[src/rtl/irq_pending_ctrl.sv]
// Interrupt pending/mask front end with a valid/ack offer and in-service tracking.
// Define IRQ_EDGE_DETECT_EN for rising-edge requests; the default build is level-sensitive.
module irq_pending_ctrl #(
    parameter int N    = 8,
    parameter int ID_W = 3
) (
    input  logic            clk,
    input  logic            rst,
    input  logic [N-1:0]    req,
    input  logic            mask_we,
    input  logic [N-1:0]    mask_wdata,
    input  logic            irq_ack,
    input  logic            eoi,
    output logic            irq_valid,
    output logic [ID_W-1:0] irq_id,
    output logic            in_service,
    output logic [N-1:0]    pending
);

    typedef enum logic [1:0] {IDLE, OFFER, SERVICE} state_t;

    state_t          state, state_nxt;
    logic [N-1:0]    mask;
    logic [N-1:0]    set;
    logic [N-1:0]    clr;
    logic [N-1:0]    eligible;
    logic [ID_W-1:0] winner;
    logic            load_id;
    logic            accept;

`ifdef IRQ_EDGE_DETECT_EN
    logic [N-1:0] req_q;

    always_ff @(posedge clk or posedge rst) begin
        if (rst) req_q <= '0;
        else     req_q <= req;
    end

    assign set = req & ~req_q;
`else
    assign set = req;
`endif

    assign eligible = pending & ~mask;
    // Only an accepted ack clears; a same-cycle set on that bit survives the clear.
    assign clr      = accept ? (N'(1) << irq_id) : '0;

    // Highest index wins, matching the downstream encoder's priority.
    always_comb begin
        winner = '0;
        for (int i = 0; i < N; i++)
            if (eligible[i]) winner = ID_W'(i);
    end

    always_comb begin
        state_nxt = state;
        load_id   = 1'b0;
        accept    = 1'b0;
        case (state)
            IDLE: begin
                if (|eligible) begin
                    state_nxt = OFFER;
                    load_id   = 1'b1;
                end
            end
            OFFER: begin
                if (irq_ack) begin
                    state_nxt = SERVICE;
                    accept    = 1'b1;
                end
            end
            SERVICE: begin
                if (eoi) state_nxt = IDLE;
            end
            default: state_nxt = IDLE;
        endcase
    end

    always_ff @(posedge clk or posedge rst) begin
        if (rst) begin
            state   <= IDLE;
            pending <= '0;
            mask    <= '1;
            irq_id  <= '0;
        end else begin
            state   <= state_nxt;
            pending <= (pending & ~clr) | set;
            if (mask_we) mask <= mask_wdata;
            // irq_id is held through OFFER and keeps its value afterwards.
            if (load_id) irq_id <= winner;
        end
    end

    assign irq_valid  = (state == OFFER);
    assign in_service = (state == SERVICE);

endmodule

[config.mk]
export PLATFORM = sky130hd
export DESIGN_NAME = irq_pending_ctrl
export DESIGN_NICKNAME = d
export VERILOG_FILES = /design/src/rtl/irq_pending_ctrl.sv
export SDC_FILE = /design/constraint.sdc
export NUM_CORES = 1
export LEC_CHECK = 0
export CAP_MARGIN = 20
export CORE_ASPECT_RATIO = 0.7
export CORE_UTILIZATION = 44
export DETAILED_ROUTE_END_ITERATION = 7
export GPL_TIMING_DRIVEN = 0
export PLACE_DENSITY = 0.9
export SLEW_MARGIN = 10
export SYNTH_ARGS = -nofsm -noshare
export SYNTH_HDL_FRONTEND = slang
export SYNTH_SLANG_ARGS = --single-unit
[constraint.sdc]
create_clock -name clk -period 1.85 [get_ports clk]
set_input_delay 0.555 -clock clk [delete_from_list [all_inputs] [get_ports clk]]
set_output_delay 0.555 -clock clk [all_outputs]
set_load 0.05 [all_outputs]
==> impl_results.md <==
- Run status: finished clean
- Number of nets with antenna violations after routing: 0
- Die Outline Area: 0.00249 sq mm
- Post-synthesis to final-layout area growth: 34.6%
- Final clock period utilization by the worst path: 96.5%
- Deepest clock path buffer count: 2
- Sum of overflow across all layers after global routing: 0
- Overall routed net length: 1850 microns
- Kind of start point of the critical path: flop
- Total number of clock tree sinks: 21
- Cells along the critical path: dlygate4sd2_1
- Ys Warns: 0
- Average wire per standard cell: 12.4 microns
- Peak VDD IR: 0.471 mV
- Placement Setup Slack: -0.110 ns
- Classification of the worst-slack hold path: reg2reg
- Share of flip-flops with an asynchronous set or reset after synthesis: 100%
- DRC violation count after routing: 0
- Net count of the finished layout: 139
- Antenna violations before repair: 0
- Dominant delay contributor by cell family on the critical path: buffers and inverters
- Synth area leaders: dfrtp_1 32%, dfstp_2 21%, mux2_2 8.9%
- Number of buffers added by the clock tree synthesis step: 3
- Number of max-cap violations: 0
- Storage element area: 536 sq um
- Post-Syn Nets: 102
- Number of endpoints with negative hold slack in the final report: 0
- Flip-flop and latch count after synthesis: 21
- Critical path data required time: 1.29 ns
- Synth cell count leaders: 13 x dfrtp_1, 8 x dfstp_2, 8 x mux2_2
- Sequential share of power: 40.1%
- Arrival time of the worst setup path: 1.23 ns
- FILL cells: 182
- Standard cell with the maximum stage delay on the critical path: dlygate4sd2_1
- Share of synthesized area occupied by flip-flops and latches: 53.0%
- Clock-pin slew on the worst setup and hold paths: 0.11 ns
- Switching Power: 0.679 mW
- Number of buffers added for setup after CTS: 0
- Power share of the clock group: 13.7%
- Total area of multi-input combinational cells: 448 sq um
- Height of the die: 42.1 microns
- Antenna cells: 0
- Gate count of the mapped netlist: 81
- Static leakage power: 0.562 nW
- Number of endpoints failing setup at the final stage: 0
- CP endpoint kind: primary output
- Ratio of routed vias to standard cells: 4.91
- Syn_area_per_cell: 12.5 sq um
- RePlAce Congestion: 0.746
- Clock network latency to the later pin of the worst-skew pair: 0.30 ns
- Slack of the critical path: 0.0643 ns
- Via total after detailed routing: 732
- Synthesized area: 0.00101 sq mm
- Crit path time final: 1.79 ns
- Top-area cell type share of the netlist area: 32.2%
- Highest cell delay on the worst timing path: 0.54 ns
- Die Span X: 59.3 microns
- Global-route wire length before repair: 3170 microns
- Fin Clk Skew: 0.00477 ns
- Total core area: 0.00215 sq mm
- Worst-path maximum fanout: 3
- Max Transition Viols Final: 0
- Portion of total power attributed to combinational logic: 46.2%
- First-pass detailed-route iteration total: 4
- I/O pins: 34
- Max frequency: 0.560 GHz
- CTS tree: done
- Number of H-tree levels: 1
- Minimum hold slack: 0.500 ns
- Post-synth EDFFs: 0
- Internal power: 0.919 mW
- Vias in the first global route: 688
- Port Buf Inserts: 32
- Pwr per Cell Area: 1180 mW/mm^2
- Worst slew slack as a fraction of its limit: 49.9%
- Class of the most critical setup path: reg2out
- Dominant register cell in the synthesized netlist: dfrtp_1
- Switching power share of the total: 42.5%
- Count of routing violations after the opening detailed-route iteration: 17
- Starting density of the core: 46.9%
- Fraction of final layout cells with drive strength greater than 1: 30.8%
- Share of the core filled with cells in the final layout: 63.1%
- Root buf cell: clkbuf_4
- Cell type with the highest aggregate area in the netlist: dfrtp_1
- Maximum number of pins on one net before global-route repair: 22
- Worst path buffer plus inverter count: 1
- Aggregate negative setup slack: 0 ns
- Power Total: 1.60 mW
- Tot GR Track Use: 17.5%
- Transition time at the pin with the least slew margin: 0.750 ns
- Count leader, synth: dfrtp_1
- FP Rows: 14
- Number of distinct standard cells referenced by the synthesized netlist: 29
- Setup repair after global routing missed its margin: no
==> routing by layer <==
metal	wire [microns]	global-route usage (%)
met4	21	4.29
met3	117	6.48
met1	890	24.5
met5	0	0
met2	818	25.4
==> timing repair <==
action,CTS,global route
pin swaps,0,0
resized for setup,26,8
hold buffers,0,0
endpoints found under the setup margin,13,6
==> final cells by class <==
cell class	instances	area share [%]
Sequential cell	21	39.4
Multi-Input combinational cell	53	33.0
Timing Repair Buffer	32	20.8
Tap cell	32	2.95
Clock buffer	4	1.93
Inverter	5	1.38
Buffer	2	0.552
==> kinds of logic after synthesis <==
logic type | after synthesis | share of synthesized area (%)
AO/OA/AOI/OAI | 16 | 13.4
buffers and inverters | 7 | 2.60
flip-flops | 21 | 53.0
multiplexers | 10 | 11.4
AND/OR/NAND/NOR | 27 | 19.6
==> power groups by stage <==
| stage | Sequential [mW] | Clock, mW | Combinational [mW] |
|---|---|---|---|
| finish | 0.641 | 0.219 | 0.738 |
| global route | 0.657 | 0.242 | 0.793 |
| CTS | 0.641 | 0.221 | 0.744 |
| detailed placement | 0.651 | 0 | 0.791 |
| global placement | 0.646 | 0 | 0.776 |
| floorplan | 0.798 | 0 | 0.397 |
==> cell usage in the layout (no fill, tap or decap), types with 5 or more instances in the layout <==
master           synthesis  layout
mux2_2                   8       8
dfstp_2                  8       8
clkdlybuf4s50_1          0      19
clkbuf_2                 0       5
nand2b_1                 6       6
dlygate4sd2_1            0       5
inv_1                    5       5
dfrtp_1                 13      13
==> state kept, by name, indices dropped and copies added (netlist names) <==
signal and count:
irq_id 3, mask 8, state 2, pending 8
==> metrics by stage <==
| stage | instances | instance area [sq um] |
|---|---|---|
| 2_1_floorplan | 81 | 1010 |
| 3_3_place_gp | 145 | 1370 |
| 3_5_place_dp | 145 | 1370 |
| 4_1_cts | 149 | 1380 |
| 5_1_grt | 149 | 1360 |
| 6_report | 149 | 1360 |
==> path summary, 6_finish.rpt <==
path / startpoint / to / slack [ns] / depth (start not counted)
setup / recovery: pending[2] / pending[2] / 0.06 / 1
hold / removal: pending[0] / pending[0] / 0.50 / 1
setup reg to reg: mask[6] / irq_id[0] / 0.11 / 4
hold reg to reg: pending[0] / pending[0] / 0.50 / 1
max in group asynchronous: rst / pending[3] / 0.71 / 2
min in group asynchronous: rst / pending[2] / 0.67 / 2
Note: power is estimated with default switching activity, not from simulation.
